**config.mk**
```make
export PLATFORM = sky130hd
export DESIGN_NAME = video_passthru_mux
export DESIGN_NICKNAME = d
export VERILOG_FILES = /design/src/rtl/video_passthru_mux.sv
export SDC_FILE = /design/constraint.sdc
export NUM_CORES = 1
export LEC_CHECK = 0
export ABC_CLOCK_PERIOD_IN_PS = 4400
export BUFFER_PORTS_ARGS = -buffer_cell sky130_fd_sc_hd__buf_2
export CAP_MARGIN = 20
export CORE_ASPECT_RATIO = 1.2
export CORE_UTILIZATION = 45
export CTS_CLUSTER_SIZE = 14
export DETAILED_ROUTE_END_ITERATION = 16
export GPL_TIMING_DRIVEN = 0
export PLACE_DENSITY = 0.73
export SLEW_MARGIN = 20
export SYNTH_ARGS = -nofsm -noshare
export SYNTH_HDL_FRONTEND = slang
export SYNTH_SLANG_ARGS = --single-unit
export TNS_END_PERCENT = 20
```
**constraint.sdc**
```tcl
create_clock -name pclk -period 4.4 [get_ports pclk]
set_clock_uncertainty 0.15 [all_clocks]
set_input_delay 0.88 -clock pclk [delete_from_list [all_inputs] [get_ports pclk]]
set_output_delay 0.88 -clock pclk [all_outputs]
set_load 0.01 [all_outputs]
```
**src/rtl/video_passthru_mux.sv**
```systemverilog
// ---------------------------------------------------------------------------
// video_passthru_mux
//
// Pixel-path processor that sits between a DVI decoder and encoder. It
// delays the decoded syncs by a fixed number of pixel clocks. It also
// replaces the pixel stream with one of four sources, selected per frame:
//   0 pass         : input pixel data (blanking data included)
//   1 colour bars  : 8 vertical bars, each 2**BAR_SHIFT pixels wide
//   2 solid        : solid_rgb on active pixels
//   3 black        : all zero
// A mode request is only acted on at the start of a frame (vsync rise).
// This keeps a frame from ever mixing two modes.
//
// Ports
//   pclk           pixel clock, all state on rising edge
//   rstbtn_n       asynchronous active-low reset (deassertion synchronised)
//   in_de/hsync/vsync, in_data   decoded input stream
//   mode_req       requested mode, sampled at vsync rise
//   solid_rgb      colour for solid mode, sampled every cycle
//   out_de/hsync/vsync, out_data stream delayed by DELAY cycles
//   active_mode    mode currently applied
//   x_cnt, y_cnt   input-side pixel / line position (saturating at 4095)
//   frame_toggle   inverts once per frame, when active_mode loads
// ---------------------------------------------------------------------------
module video_passthru_mux #(
    parameter int CHANNELS  = 3,
    parameter int DW        = 8,
    parameter int DELAY     = 2,
    parameter int BAR_SHIFT = 7
) (
    input  logic                   pclk,
    input  logic                   rstbtn_n,
    input  logic                   in_de,
    input  logic                   in_hsync,
    input  logic                   in_vsync,
    input  logic [CHANNELS*DW-1:0] in_data,
    input  logic [1:0]             mode_req,
    input  logic [CHANNELS*DW-1:0] solid_rgb,
    output logic                   out_de,
    output logic                   out_hsync,
    output logic                   out_vsync,
    output logic [CHANNELS*DW-1:0] out_data,
    output logic [1:0]             active_mode,
    output logic [11:0]            x_cnt,
    output logic [11:0]            y_cnt,
    output logic                   frame_toggle
);

    localparam int          PW      = CHANNELS * DW;
    localparam int          SW      = PW + 3;      // {de, hsync, vsync, pixel}
    localparam logic [11:0] CNT_MAX = 12'hFFF;

    typedef enum logic [1:0] {
        MODE_PASS  = 2'd0,
        MODE_BARS  = 2'd1,
        MODE_SOLID = 2'd2,
        MODE_BLACK = 2'd3
    } mode_e;

    // -----------------------------------------------------------------------
    // Reset synchroniser
    // -----------------------------------------------------------------------
    // NOTE: reset asserts asynchronously, so the outputs drop at once even
    // without a clock. Release goes through two flops, so every state flop
    // leaves reset on the same clock edge. That edge is the second pclk
    // rising edge after rstbtn_n goes high.
    logic [1:0] rst_sync_q, rst_sync_d;
    logic       rst_n;

    always_comb begin
        rst_sync_d = {rst_sync_q[0], 1'b1};
    end

    always_ff @(posedge pclk or negedge rstbtn_n) begin
        if (!rstbtn_n) begin
            rst_sync_q <= '0;
        end else begin
            rst_sync_q <= rst_sync_d;
        end
    end

    assign rst_n = rst_sync_q[1];

    // -----------------------------------------------------------------------
    // Input-side state: edge detectors, position counters, frame mode
    // -----------------------------------------------------------------------
    logic        vs_prev_q, vs_prev_d;
    logic        de_prev_q, de_prev_d;
    logic [11:0] x_cnt_q, x_cnt_d;
    logic [11:0] y_cnt_q, y_cnt_d;
    mode_e       active_mode_q, active_mode_d;
    logic        frame_toggle_q, frame_toggle_d;
    logic        vs_rise;
    logic        de_fall;

    assign vs_rise = in_vsync & ~vs_prev_q;
    assign de_fall = de_prev_q & ~in_de;

    // NOTE: combinational blocks use blocking assignments and give every
    // output a default first. This keeps any path from inferring a latch.
    always_comb begin
        vs_prev_d      = in_vsync;
        de_prev_d      = in_de;

        // x counts active pixels. A low de returns it to zero, so it reads
        // 0 from the cycle after de falls.
        x_cnt_d        = '0;
        if (in_de) begin
            x_cnt_d = (x_cnt_q == CNT_MAX) ? x_cnt_q : x_cnt_q + 12'd1;
        end

        // Start of frame takes priority over end of line.
        y_cnt_d        = y_cnt_q;
        if (vs_rise) begin
            y_cnt_d = '0;
        end else if (de_fall && (y_cnt_q != CNT_MAX)) begin
            y_cnt_d = y_cnt_q + 12'd1;
        end

        // The mode is taken from mode_req only at the frame boundary.
        active_mode_d  = active_mode_q;
        frame_toggle_d = frame_toggle_q;
        if (vs_rise) begin
            active_mode_d  = mode_e'(mode_req);
            frame_toggle_d = ~frame_toggle_q;
        end
    end

    // -----------------------------------------------------------------------
    // Pixel source selection (evaluated on the input cycle)
    // -----------------------------------------------------------------------
    logic [2:0]    bar_idx;
    logic [2:0]    bar_v;
    logic [PW-1:0] bar_pix;
    logic [PW-1:0] pix_sel;

    assign bar_idx = x_cnt_q[BAR_SHIFT +: 3];
    assign bar_v   = 3'd7 - bar_idx;

    // Channel c lights when bit (c mod 3) of v is set. Extra channels beyond
    // three therefore repeat the R/G/B pattern.
    for (genvar c = 0; c < CHANNELS; c++) begin : g_bar
        assign bar_pix[c*DW +: DW] = {DW{bar_v[c % 3]}};
    end

    always_comb begin
        pix_sel = '0;
        case (active_mode_q)
            MODE_PASS:  pix_sel = in_data;
            MODE_BARS:  if (in_de) pix_sel = bar_pix;
            MODE_SOLID: if (in_de) pix_sel = solid_rgb;
            default:    pix_sel = '0;
        endcase
    end

    // -----------------------------------------------------------------------
    // Delay line. Syncs and the generated pixel travel together, so a mode
    // change can never shift sync timing relative to data.
    // -----------------------------------------------------------------------
    logic [SW-1:0] dly_q [DELAY];
    logic [SW-1:0] dly_d [DELAY];

    always_comb begin
        dly_d[0] = {in_de, in_hsync, in_vsync, pix_sel};
        for (int i = 1; i < DELAY; i++) begin
            dly_d[i] = dly_q[i-1];
        end
    end

    // -----------------------------------------------------------------------
    // State register
    // -----------------------------------------------------------------------
    // NOTE: the delay-line stages are reset like every other flop. This
    // matters because the outputs come straight from the last stage, and
    // they must read zero for as long as reset is held.
    always_ff @(posedge pclk or negedge rst_n) begin
        if (!rst_n) begin
            vs_prev_q      <= 1'b0;
            de_prev_q      <= 1'b0;
            x_cnt_q        <= '0;
            y_cnt_q        <= '0;
            active_mode_q  <= MODE_PASS;
            frame_toggle_q <= 1'b0;
            for (int i = 0; i < DELAY; i++) begin
                dly_q[i] <= '0;
            end
        end else begin
            vs_prev_q      <= vs_prev_d;
            de_prev_q      <= de_prev_d;
            x_cnt_q        <= x_cnt_d;
            y_cnt_q        <= y_cnt_d;
            active_mode_q  <= active_mode_d;
            frame_toggle_q <= frame_toggle_d;
            for (int i = 0; i < DELAY; i++) begin
                dly_q[i] <= dly_d[i];
            end
        end
    end

    // -----------------------------------------------------------------------
    // Outputs
    // -----------------------------------------------------------------------
    assign {out_de, out_hsync, out_vsync, out_data} = dly_q[DELAY-1];
    assign active_mode  = active_mode_q;
    assign x_cnt        = x_cnt_q;
    assign y_cnt        = y_cnt_q;
    assign frame_toggle = frame_toggle_q;

endmodule

```
[After elaboration in Yosys (flattened, before gate mapping)]
Index checks and enable logic that the tools add are counted.
Storage, ports and cells
  bits in registers: 85
  memories kept: 0
  bits of input ports: 55
  latch bits: 0
  output and inout bits: 54
  memory bits (writable): 0
  word-level logic and storage cells: 32
  ROM bits: 0
Cells by class
  bitwise gates (word level): 5
  order comparisons: 0
  equal/unequal tests: 5
  muxes and demuxes: 7
  shifts and indexed selects: 0
  reduce and logical (&&, ||, !) cells: 3
  multipliers: 0
  add/sub/neg operators: 3
  divide/modulo/power cells: 0
Operators by type and width (count)
  $pmux 24 s3: 1
  $mux 12: 4
  $mux 24: 2
  $add 12x1->12 const B: 2
  $eq 12x12->1 const B: 1
  $ne 12x12->1 const B: 1
  $not 1->1: 3
  $sub 3x3->3 const A: 1
  $and 1x1->1: 2
  $eq 2x1->1 const B: 1
  $eq 2x2->1 const B: 1
  $logic_not 2->1: 1
  $ne 2x2->1 const B: 1
  $reduce_bool 2->1: 1
  $logic_and 1x1->1: 1

[Longest topological paths before layout]
  word-level depth: 5
  gate-level depth with buffers: 6
  gate-level depth less buffers: 5

[Worst setup path before layout]
Ideal clock, no wire load.
  path kind: input-to-reg
  start point: in in_de
  end point: reg y_cnt_q[8], in the netlist y_cnt[8]
  arrival time: 1860 ps
  setup slack: 2313 ps
  stages on the path: 5
  path buffers: 1
  cell sequence: nor2b_1 > clkbuf_1 > o31ai_1 > or4_1 > o21ai_1
Between the ends
  word-level cells in the longest chain between the ends: 4
RTL lines
  from (decl): RTL line 33  | input logic in_de,
  $not 1->1: RTL line 97  | assign de_fall = de_prev_q & ~in_de;
  $and 1x1->1: RTL line 97
  $logic_and 1x1->1: RTL line 116  | end else if (de_fall && (y_cnt_q != CNT_MAX)) begin
  $reduce_bool 2->1 (no line)
  to (signal assigned): RTL line 191  | y_cnt_q <= y_cnt_d;
  to (decl): RTL line 90  | logic [11:0] y_cnt_q, y_cnt_d;
No other way between the ends.
A chain may end at the register's enable or synchronous reset.

[Final worst setup path]
Same ends and word-level chain as after synthesis.

==> impl_results.md <==
- Synth top cells by count: dfrtp_1 (83), nand2_1 (42), a21oi_1 (35), o21ai_0 (27), nor2_1 (19)
- Post-Synth XOR/XNOR Area: around 1.4%
- Asr flop ratio synth: 100%
- Final Cycle Share: 47.8%
- Wirelength per Cell: 14.3 µm
- Post-Syn Instances: 295
- Sw frac: roughly 27%
- F_max: ~480 MHz
- Adder-cell share of the synthesized area: 0.775%
- Drt pass-1 iters: 4
- Number of flops mapped to enable cells by yosys: 0
- Crit path max fanout: 8
- Status: finished, final reports clean
- Setup TNS: 0 ns
- Die area: approximately 7500 µm²
- Synthesized area per cell: 10.9 µm²
- Crit path kind: input pin to flop
- Wirelength, routed: 7250 µm
- Mapped Area: 3230 µm²
- Vias: 2,677
- Pwr dens: 404 nW/µm²
- Final setup vio count: 0
- RSZ-0062 raised after global routing: false
- # rows: 33
- Fill count: 607
- Crit path capture type: flop
- Simple-Gate Fraction of Synth Area: 15.4%
- Clock-pin slew on the worst setup and hold paths: 0.08 ns
- Slew HR: 52.0%
- CTS buffer count: 9
- Root buffer selected by CTS: clkbuf_8
- Final slew viol count: 0
- DR vias/cell: 5.28
- Fraction of the mapped netlist area in compound gates: 15.8%
- NetSw: 0.449 mW
- Top Ports: 109
- Worst setup SP type: input pin
- Ys Warns: 0
- Initial antenna violation count: 0
- Sequential area share after synthesis: 64.3%
- Least-Margin Pin Slew: roughly 0.72 ns
- Count leader, synth: dfrtp_1
- FF+latch count, synth: 83
- Share of the synthesized area in the top cell type: 64.3%
- Leading area contributor after synthesis: dfrtp_1
- Hold_buf cts: 0
- Max-Cap Viols: 0
- Post-layout min period: between 2 and 2.5 ns
- Layout overhead on the synthesized area: 27.0%
- Overall routing resource usage: between 20 and 25%
- Pre-CTS setup slack: around 2 ns
- Grt total ovfl: 0
- Largest net degree at the start of global routing: 46
- Post-DP HPWL: 5340 µm
- Placed cell count: between 400 and 500
- CTS resizes: 0
- Main combinational cell family by area after synthesis: compound AO/OA/AOI/OAI gates
- Die X: 79.3 µm
- Post-route DRC: 0
- Final GP Congestion: 0.880
- Chip height: between 90 and 100 µm
- Worst Hold Slack: 0.139 ns
- CTS sink cnt: 83
- Total power: 1.66 mW
- Max Buffers Root-to-Sink: 2
- Crit path DAT: 2.23 ns
- Clock share of power: 32.4%
- Starting density of the core: between 40% and 50%
- Design Area, Final: just over 4000 µm²
- Syn_nets: 352
- Maximum VDD drop: approximately 0.24 mV
- Antenna diodes: 0
- Final cell count without fillers: roughly 510
- Layout cells sized above 1: 31.4%
- Vias in the first global route: 2,309
- Final WS setup: 2.30 ns
- Top cells by area, synth: dfrtp_1 (64%), a21oi_1 (5.4%), nand2_1 (4.9%), o21ai_0 (4.2%), nor2_1 (2.2%)
- Core region area: 6900 µm²
- Final core utilization: about three fifths
- Post-CTS Setup Bufs: 0
- # nets final: 472
- Hold crit path type: input pin to asynchronous set/reset pin
- ANT nets after route: 0
- Internal power: between 1 and 1.5 mW
- Leakage power: 2.01 nW
- CTS tree: yes
- Final hold vios: 0
- Synth cell types: 41
- Worst skew pair latency: 0.36 ns
- H-tree lvl count: 3
- Post-synthesis mux area share: 0.310%
- Comb power frac: 13.8%
- First-pass GRT wire length: 11,300 µm
- DR iter-0 viols: 111
- PortBufs: 108
- CP required: around 4.5 ns
- Top FF cell, synth: dfrtp_1
- Sequential share of power: 53.7%
- Dpl cell area: 3900 µm²
## cell families (layout without fill, tap and decap cells)
family	Yosys count	after routing
and+or+nand+nor	98	98
AOI/OAI and AO/OA	89	89
DFF	83	83
buffers and inverters	16	141
xor gates and xnor gates	5	5
adders and majority gates	2	2
other	1	1
muxes	1	1
## layout make-up
class	count	area [µm²]	share of cell area, %
clock inverters	7	75.1	1.83
flip-flops and latches	83	2080	50.7
repair buffers	109	561	13.7
clock buffers	9	124	3.02
plain buffers	12	46.3	1.13
well taps	87	109	2.65
multi-input cells	196	1090	26.6
inverters	4	15.0	0.366
## cell usage in the layout (no fill, tap or decap), types with 3 or more instances in the layout
cell,instances
nor3_1,3
clkinvlp_4,3
dfrtp_1,82
nand2_1,42
nand4_1,4
nand3_1,5
inv_1,4
o21ai_1,6
o21ai_0,27
nor2_1,19
clkbuf_8,9
clkbuf_1,11
a21oi_1,35
a41o_1,3
xor2_1,4
a31oi_1,4
nor2b_1,3
or3_1,6
o41ai_1,3
and4_1,3
buf_2,109
## power by group through the flow
stage / clock, mW / combinational, mW / sequential, mW
2_1_floorplan: 0 / 0.0880 / 0.932
3_3_place_gp: 0 / 0.215 / 0.908
3_5_place_dp: 0 / 0.230 / 0.908
4_1_cts: 0.556 / 0.231 / 0.892
5_1_grt: 0.589 / 0.257 / 0.902
6_report: 0.537 / 0.229 / 0.890
## layer usage
metal	part of all wire [%]	routed length, µm	up-vias	global-route usage [%]
met4	3.0	216	0	11.5
met1	43	3090	1294	27.0
met2	50	3640	80	31.4
li1	-	-	1285	-
met3	4.2	302	18	4.06
met5	0	0	-	0
## worst max-delay path: stages
cell and delay (ns):
buf_2 0.15, nor2b_1 0.11, clkbuf_1 0.27, o31ai_1 0.24, or4_1 0.51, o21ai_1 0.08
## state kept, by name, summed over array words and instances, names as in the netlist
name / cells
out_data: 24
out_hsync: 1
out_vsync: 1
de_prev_q: 1
frame_toggle: 1
y_cnt: 12
x_cnt: 12
active_mode: 2
dly_d: 26
out_de: 1
rst_sync_q: 2
## path summary, 6_finish.rpt
kind	to	cells past startpoint	startpoint	slack (ns)
max in group asynchronous	out_data[0]$_DFF_PN0_	1	rst_sync_q[1]$_DFF_PN0_	3.36
max	y_cnt[8]$_DFFE_PN0P_	6	in_de	2.30
min	rst_sync_q[1]$_DFF_PN0_	1	rstbtn_n	0.14
max reg2reg	y_cnt[0]$_DFFE_PN0P_	5	y_cnt[0]$_DFFE_PN0P_	2.31
min reg2reg	x_cnt[4]$_DFFE_PN0P_	0	rst_sync_q[1]$_DFF_PN0_	0.15
min in group pclk	out_data[23]$_DFF_PN0_	0	dly_d[23]$_DFF_PN0_	0.20
(Power assumes the default switching activity.)
